<file path="src/rtl/fm_op_state_ram.sv">
// Per-operator state store for the FM synth engine: distributed RAM with a combinational
// read port, a registered write-through read port and a self-clearing sweep.
module fm_op_state_ram #(
    parameter int unsigned      DEPTH_LOG2 = 6,
    parameter int unsigned      WIDTH      = 26,
    parameter logic [WIDTH-1:0] INIT_VALUE = '0
) (
    input  logic                  clk,
    input  logic                  reset,
    input  logic                  i_clear,
    output logic                  o_busy,
    input  logic [DEPTH_LOG2-1:0] idx,
    input  logic                  wren,
    input  logic [WIDTH-1:0]      wrdata,
    output logic [WIDTH-1:0]      rddata,
    output logic [WIDTH-1:0]      rddata_q
);

    localparam int unsigned DEPTH = 1 << DEPTH_LOG2;

    localparam logic ST_IDLE  = 1'b0;
    localparam logic ST_CLEAR = 1'b1;

    localparam logic [DEPTH_LOG2-1:0] LAST_SLOT = {DEPTH_LOG2{1'b1}};
    localparam logic [DEPTH_LOG2-1:0] CNT_ONE   = DEPTH_LOG2'(1);

    logic                  state_q, state_d;
    logic [DEPTH_LOG2-1:0] clr_cnt_q, clr_cnt_d;
    logic [WIDTH-1:0]      rddata_d;

    logic [WIDTH-1:0]      mem [DEPTH];
    logic                  mem_we;
    logic [DEPTH_LOG2-1:0] mem_addr;
    logic [WIDTH-1:0]      mem_wdata;
    logic [WIDTH-1:0]      mem_rd;

    assign mem_rd = mem[idx];
    assign o_busy = (state_q == ST_CLEAR);
    assign rddata = o_busy ? INIT_VALUE : mem_rd;

    always_comb begin
        state_d   = state_q;
        clr_cnt_d = clr_cnt_q;
        mem_we    = 1'b0;
        mem_addr  = idx;
        mem_wdata = wrdata;
        rddata_d  = INIT_VALUE;

        if (state_q == ST_CLEAR) begin
            // The sweep owns the write port; user writes and clear requests are dropped.
            mem_we    = 1'b1;
            mem_addr  = clr_cnt_q;
            mem_wdata = INIT_VALUE;
            clr_cnt_d = clr_cnt_q + CNT_ONE;
            if (clr_cnt_q == LAST_SLOT) begin
                state_d = ST_IDLE;
            end
        end else begin
            mem_we = wren;
            if (i_clear) begin
                // Loading INIT_VALUE here keeps rddata_q at INIT_VALUE for the whole sweep.
                state_d   = ST_CLEAR;
                clr_cnt_d = '0;
            end else begin
                rddata_d = wren ? wrdata : mem_rd;
            end
        end
    end

    always_ff @(posedge clk or posedge reset) begin
        if (reset) begin
            state_q   <= ST_CLEAR;
            clr_cnt_q <= '0;
            rddata_q  <= INIT_VALUE;
        end else begin
            state_q   <= state_d;
            clr_cnt_q <= clr_cnt_d;
            rddata_q  <= rddata_d;
        end
    end

    always_ff @(posedge clk) begin
        if (mem_we) begin
            mem[mem_addr] <= mem_wdata;
        end
    end

endmodule
</file>
<file path="config.mk">
export PLATFORM = sky130hd
export DESIGN_NAME = fm_op_state_ram
export DESIGN_NICKNAME = d
export VERILOG_FILES = /design/src/rtl/fm_op_state_ram.sv
export SDC_FILE = /design/constraint.sdc
export NUM_CORES = 1
export LEC_CHECK = 0
export CAP_MARGIN = 20
export CORE_AREA = 5 5 404 406
export DETAILED_ROUTE_END_ITERATION = 10
export DIE_AREA = 0 0 409 411
export GPL_TIMING_DRIVEN = 0
export PLACE_DENSITY = 0.65
export SYNTH_ARGS = -nofsm -noshare
export SYNTH_HDL_FRONTEND = slang
export SYNTH_SLANG_ARGS = --single-unit
</file>
<file path="constraint.sdc">
create_clock -name clk -period 4.19 [get_ports clk]
set_input_delay 0.6285 -clock clk [delete_from_list [all_inputs] [get_ports clk]]
set_output_delay 0.6285 -clock clk [all_outputs]
set_load 0.1 [all_outputs]
</file>
; Word-level counts from Yosys, hierarchy flattened
; Memories as Yosys holds them, arrays and structs flattened.
; Index checks and enable logic that the tools add are counted.
[classes]
add_sub_neg = 1
n_eq_ne = 1
mux = 14
n_reduce_logical = 1
[op_table]
columns = cell, n
row1 = 26-bit 2-to-1 mux, 5
row2 = 6-bit 2-to-1 mux, 3
row3 = 6-bit by 1-bit adder with 6-bit output (second input constant), 1
row4 = 6-bit == test (second input constant), 1
row5 = 1-bit 2-to-1 mux, 6
row6 = 2-bit nonzero test, 1
[word_totals]
register_bits = 33
mem_bits_rw = 1664
inputBits = 36
output_inout_bits = 53
wordCells = 21
n_memories = 1
[mem_list]
columns = memory, words, width, rd, rd_clocked_by_memory_dff, write_ports, line_no
row1 = mem, 64, 26, 1, 0, 1, 31  ; logic [WIDTH-1:0] mem [DEPTH];

; Depth between registers and ports, before layout
; Gate-level depths: netlist of the first run.
; An unclocked memory read counts as a cell.
[depth]
ltp_word = 4
ltp_mapped = 9
ltp_nobuf = 5

; Worst setup path before layout of the first run
; OpenSTA, ideal clock, no wires.
[synth_timing]
kind = input to output
start = in idx[0]
end = out rddata[20]
arrival_ns = 3.925
t_required_ns = 3.562
path_slack_ns = -0.364
cell_stages = 8
n_path_buf = 3
cell_sequence = buf_6 or4b_4 buf_6 buf_6 o22ai_2 nor2_1 and4_1 nor3_1
[synth_between]
elab_chain_cells = 2
[synth_rtl]
columns = item, line_no
row1 = start: declaration, 12  ; input logic [DEPTH_LOG2-1:0] idx,
row2 = memory 64 x 26 bit, --
row3 = 26-bit 2-to-1 mux, 39  ; assign rddata = o_busy ? INIT_VALUE : mem_rd;
row4 = end: declaration, 15  ; output logic [WIDTH-1:0] rddata,
; Every way passes these cells.

; Final worst setup path of the first run
[layout_timing]
start = in idx[1]
end = out rddata[25]
; Same word-level chain as after synthesis.

==> metrics.cfg, run 1 <==
[synthesis]
syn-num-nets = 3863
dominantRegCellSynth = edfxtp_1
synthTopCellsByArea = edfxtp_1, mux2i_1, o22ai_1
synth_edf_count = 1664
async_flop_share = 0.0194
ys_ff_latch = 1697
synth.distinct_cells = 56
synth_top_cell_area_share = 0.751
avgSynthCellArea_um2 = 17.4
synth_cells = 3826
ys_seq_area_frac = 0.764
synth.most_common_cell = edfxtp_1
ys.warnings.count = 0
synth_largest_area_cell = edfxtp_1
synth_common_cells = edfxtp_1, mux2i_1, nor2_1
syn_area_um2 = 66500

[global_routing]
grt_pass1_wl_um = 258000
use_met3 = 0.0565
grt_use_met2 = 0.325
grt_pass1_vias = 35557
grt_antenna_before_repair = 11
grt_max_degree = 55
globalRouteTotalUtil = 0.213
grt.busiest_layer = met2
grt_overflow_total = 0
use_met1 = 0.298

[cts]
clock-sinks = 1697
path_clk_slew_ns = 0.06
cts_buffers = 162
cts_tree = yes
clock_latency_ns = 0.79
cts-root-buf = clkbuf_16
clock_path_buffers = 3
htreeDepth = 4

[floorplan]
die_width_um = 409
die_h_um = 411
rows = 147
coreArea_um2 = 159000
boundaryPins = 89
start_util = 0.417
floorplan.die_area_um2 = 168000

[detailed_routing]
avgViaCountPerCell = 5.74
via_count = 36578
wl_per_cell_um = 28.5
dr.pass1.iters = 7
post-route-drc-count = 0
drtAntennaViolNets = 0
totalWireLength_um = 182000
drt_first_iter_violations = 4528

[power]
vdd_drop_max_mv = 0.371
power_density_nw_per_um2 = 496
leakage_uw = 0.0272
power_uw = 38700

[sta]
max_freq_ghz = 0.240
max_slew_margin = 0.293
worst_pin_slew_ns = 1.06
finalSetupViolations = 0
slew_violations = 0
holdWs_ns = 0.156
hold_viol_final = 0
min_period_ns = 4.16
rsz0062_at_grt = yes
finClkSkew_ns = 0.0243
fin_tns_setup_ns = 0
fin_crit_sh = 0.992

[setup_path]
cp_num_buf_inv = 4
crit_path_frequent_cell = buf_2
r2r_setup_slack_ns = 0.39
cpPeakStageDelay_ns = 0.54
worstPathRequired_ns = 3.56
cp-start-kind = input pin
reg2reg_depth = 6
critPathTopFamily = buffers and inverters
crit_type = input pin to output pin
end_kind = output pin
r2r-start = o_busy
arrival_ns = 3.53
cpMaxStageDelayCell = buf_2
path_max_fanout = 10
r2r-end = mem[58][18]
crit_path_cell_trace = buf_2 -> buf_2 -> buf_2 -> mux2i_1 -> o22ai_1 -> nor4_4 -> and4_4 -> nor3_2 -> buf_2

[placement]
place_hpwl_um = 124000
port_buffers = 86
place_area_um2 = 72200
gp_congestion = 0.893

[cells_and_area]
nets = 4195
syn2layout_area_growth_pct = 17.4
utilization = 0.490
design_area_um2 = 78100
layout-drive-gt1-share = 0.186

[run]
maxCapViolations = 0

[hold_path]
hold_class = input pin to asynchronous set/reset pin

[run_status]
status = finished clean

## stage by stage
step	setup slack, ns	std cells
after floorplan	0.211	3826
after global placement	-2.58	5998
after detailed placement	-1.78	6077
after CTS	-0.0153	6363
after global routing	-0.0548	6367
final	0.0315	6374
## worst reg2reg max path, cell delays in order, from the launching register on
cell and delay, ns:
dfstp_2 0.67, clkbuf_1 0.37, clkbuf_1 0.56, nand3b_1 0.17, o21ai_0 0.16, nand2_1 0.53, nor2_4 0.93
## sequential cells by signal, summed over array words and instances (netlist names)
register	count
clr_cnt_q	6
mem	1664
o_busy	1
rddata_q	26
## layout by cell type, fill, tap and decap left out, drive strengths merged, types with 3 or more instances in the layout
| cell type | n |
|---|---|
| a21o | 3 |
| a21oi | 102 |
| a22oi | 100 |
| and4 | 50 |
| buf | 241 |
| bufinv | 9 |
| clkbuf | 293 |
| clkdlybuf4s50 | 56 |
| clkinv | 66 |
| clkinvlp | 3 |
| dfrtp | 32 |
| diode | 9 |
| edfxtp | 1664 |
| inv | 8 |
| mux2i | 807 |
| mux4 | 14 |
| nand2 | 151 |
| nand2b | 7 |
| nand3 | 107 |
| nand4 | 4 |
| nand4b | 3 |
| nand4bb | 3 |
| nor2 | 197 |
| nor2b | 32 |
| nor3 | 53 |
| nor3b | 3 |
| nor4 | 25 |
| o21ai | 31 |
| o22ai | 151 |
| o31ai | 27 |
| o32ai | 4 |
## kinds of logic after synthesis
| family | count (synthesis) | synth area share |
|---|---|---|
| AOI/OAI and AO/OA | 431 | 0.0450 |
| adders and majority gates | 1 | 0.000188 |
| and+or+nand+nor | 645 | 0.0479 |
| DFF | 1697 | 0.764 |
| buffers and inverters | 227 | 0.0162 |
| muxes | 823 | 0.127 |
| xor gates and xnor gates | 2 | 0.000263 |
## final cells by class
cell class | count | area (um^2)
Antenna cell | 9 | 22.5
Clock buffer | 203 | 4410
Clock inverter | 82 | 629
Multi-Input combinational cell | 1902 | 16100
Buffer | 219 | 1170
Inverter | 4 | 15.0
Sequential cell | 1697 | 50800
Tap cell | 2086 | 2610
Timing Repair Buffer | 172 | 2370
Fill cell | 12979 | 81400
## worst max-delay path by stage
stage,startpoint,end,slack [ns],depth (start not counted)
floorplan,idx[1],rddata[22],0.21,8
global placement,o_busy,mem[16][9],-2.58,4
detailed placement,idx[0],rddata[21],-1.78,10
CTS,idx[0],rddata[21],-0.02,11
global route,idx[2],rddata[21],-0.05,9
finish,idx[1],rddata[25],0.03,9
## power breakdown
group          switching, uW  total [uW]  internal [uW]
registers                262       20200          20000
logic                   3220        4430           1210
clock network           6110       14100           7970
total                   9600       38700          29100
## layer usage
| metal | wire [um] | part of all wire |
|---|---|---|
| met4 | 5850 | 0.032 |
| met1 | 74400 | 0.41 |
| met2 | 81300 | 0.45 |
| met3 | 20300 | 0.11 |
| met5 | 41 | 0.00023 |
## what timing repair did
item	in CTS	in global routing
resized for setup	371	9
setup endpoints to repair	26	24
setup buffers	5	2
pin swaps	22	2
hold buffers	0	0
cloned	0	0
Power figures use the tool's default switching activity.
==> run 2: changes to the inputs <==
--- a/config.mk
+++ b/config.mk
@@ -6,11 +6,11 @@
 export NUM_CORES = 1
 export LEC_CHECK = 0
 export CAP_MARGIN = 20
-export CORE_AREA = 5 5 404 406
+export CORE_AREA = 5 5 391 393
 export DETAILED_ROUTE_END_ITERATION = 10
-export DIE_AREA = 0 0 409 411
+export DIE_AREA = 0 0 396 398
 export GPL_TIMING_DRIVEN = 0
-export PLACE_DENSITY = 0.65
+export PLACE_DENSITY = 0.68
 export SYNTH_ARGS = -nofsm -noshare
 export SYNTH_HDL_FRONTEND = slang
 export SYNTH_SLANG_ARGS = --single-unit
==> run 2 against run 1 <==
Compared with the run above:
- global-route usage increased by 0.69 points
- clock-buffer cell count is 1 lower
- hold slack improved by 0.046 ns
==> metrics.cfg, run 2 (synthesized netlist as in run 1, its figures left out) <==
[run_status]
status = finished clean

[floorplan]
start_util = 0.446  ; +0.0291
boundaryPins = 89  ; unchanged
die_h_um = 398  ; -3.2%
floorplan.die_area_um2 = 158000  ; -6.2%
rows = 142  ; -3.4%
die_width_um = 396  ; -3.2%
coreArea_um2 = 149000  ; -6.5%

[cts]
path_clk_slew_ns = 0.06  ; about the same
cts-root-buf = clkbuf_16
clock_path_buffers = 3  ; unchanged
clock-sinks = 1697  ; unchanged
cts_tree = yes
cts_buffers = 159  ; -1.9%
clock_latency_ns = 0.78  ; about the same
htreeDepth = 4  ; unchanged
hold_buffers = 0  ; unchanged

[detailed_routing]
avgViaCountPerCell = 5.87  ; +2.3%
via_count = 36507  ; -0.19%
wl_per_cell_um = 28.3  ; -0.87%
dr.pass1.iters = 9  ; +2
drt_first_iter_violations = 4386  ; -3.1%
drtAntennaViolNets = 0  ; unchanged
post-route-drc-count = 0  ; unchanged
totalWireLength_um = 176000  ; -3.3%

[sta]
holdWs_ns = 0.202  ; +0.0463 ns
finClkSkew_ns = 0.0281  ; +0.00383 ns
min_period_ns = 4.19  ; +0.0297 ns
max_slew_margin = 0.313  ; +0.0204
fin_tns_setup_ns = 0  ; unchanged
finalSetupViolations = 0  ; unchanged
setup_ws_ns = 0.00183  ; -0.0297 ns
max_freq_ghz = 0.239  ; -0.71%
slew_violations = 0  ; unchanged
rsz0062_at_grt = no
fin_crit_sh = 1.00  ; +0.00709
worst_pin_slew_ns = 1.03  ; -0.0306 ns
hold_viol_final = 0  ; unchanged

[hold_path]
hold_class = input pin to asynchronous set/reset pin

[setup_path]
crit_path_cell_trace = clkdlybuf4s15_2 -> buf_6 -> buf_6 -> nand4b_1 -> buf_12 -> buf_2 -> o22ai_1 -> nor4_1 -> buf_2 -> and4_4 -> nor3_2 -> buf_2
cpPeakStageDelay_ns = 0.38  ; -0.16 ns
worstPathRequired_ns = 3.56  ; about the same
arrival_ns = 3.56  ; +0.03 ns
end_kind = output pin
crit_path_frequent_cell = buf_2
cp-start-kind = input pin
cpMaxStageDelayCell = nor4_1
crit_type = input pin to output pin
path_max_fanout = 10  ; unchanged

[cells_and_area]
largest_reg_flops = 1664  ; unchanged
biggestRegsByFlops = mem: 1664 flops, rddata_q: 26 flops, clr_cnt_q: 6 flops
seq_area_um2 = 50800  ; unchanged
nets = 4177  ; -0.43%
nFillCells = 11641  ; -10%
layout-drive-gt1-share = 0.179  ; -0.00627
syn2layout_area_growth_pct = 16.3
final_cell_mix = edfxtp_1, mux2i_1, clkbuf_16
layout_commonest_cell = edfxtp_1
multiInputGateArea_um2 = 15800  ; -1.4%
fin_cells = 6217  ; -2.5%
largest-register = mem

[power]
clkPwrFrac = 0.365  ; about the same
sequentialPowerShare = 0.524  ; +0.002
leakage_uw = 0.0270  ; -0.78%
switching_share = 0.245  ; -0.00311
vdd_drop_max_mv = 0.473  ; +28%
power.switching_uw = 9440  ; -1.6%
p_comb_frac = 0.111  ; -0.003
power_density_nw_per_um2 = 499  ; +0.64%
power_uw = 38600  ; -0.38%
p_int_uw = 29100  ; about the same

[global_routing]
globalRouteTotalUtil = 0.220  ; +0.00689
grt_pass1_wl_um = 250000  ; -3.2%
grt_overflow_total = 0  ; unchanged
grt_antenna_before_repair = 11  ; unchanged
grt_pass1_vias = 34925  ; -1.8%
grt_max_degree = 43  ; -22%

[placement]
gp_congestion = 0.890  ; -0.27%
place_hpwl_um = 120000  ; -3.0%
post-place-cells = 5921  ; -2.6%
preCtsSetupSlack_ns = -1.92  ; -0.137 ns
port_buffers = 86  ; unchanged

[run]
maxCapViolations = 0  ; unchanged

run 2: final cells by class:
type	count	area share
inverter	4	0.000194
multi-input combinational	1902	0.205
timing repair buffer	157	0.0259
tap	1944	0.0315
clock buffer	202	0.0563
clock inverter	86	0.00910
buffer	219	0.0149
sequential	1697	0.657
antenna	6	0.000194
run 2: per-layer routing:
layer,part of all wire,vias to the layer above,GRT usage
met4,0.032,6,0.0715
met2,0.45,1842,0.335
li1,-,15728,-
met3,0.11,286,0.0533
met1,0.41,18645,0.313
met5,0.00019,-,0
run 2: power groups by stage:
stage / logic [uW] / clock network [uW] / registers [uW]
after floorplan: 2170 / 0 / 20600
after global placement: 3530 / 0 / 20700
after detailed placement: 4170 / 0 / 20600
after CTS: 4230 / 14200 / 20200
after global routing: 4460 / 14900 / 20300
final: 4280 / 14100 / 20200
run 2: timing repair:
| item | CTS | global route |
|---|---|---|
| setup endpoints to repair | 26 | 22 |
| cloned | 0 | 0 |
| hold endpoints to repair | 0 | 0 |
| pin swaps | 3 | 1 |
| buffers inserted | 5 | 0 |
| gates resized for setup | 285 | 37 |
run 2: through the flow:
step           utilization  instance area (um^2)
2_1_floorplan            -                 66600
6_report             0.519                 77300
3_5_place_dp         0.481                 71700
5_1_grt              0.518                 77300
3_3_place_gp         0.469                 69900
4_1_cts              0.518                 77200
run 2: worst max-delay path, delay by kind of cell:
family          cells  cell delay [ns]
compound gates      1             0.11
simple gates        4             1.00
buf+inv             7             1.79
run 2: worst paths after layout:
kind	cells past startpoint	from	slack, ns	end
max	12	idx[0]	0.002	rddata[9]
min	2	reset	0.20	rddata_q[13]
max reg2reg	6	o_busy	0.33	mem[16][9]
min reg2reg	1	clr_cnt_q[0]	0.59	clr_cnt_q[0]
max in group asynchronous	3	reset	3.41	o_busy
min in group clk	3	wrdata[19]	0.45	rddata_q[19]
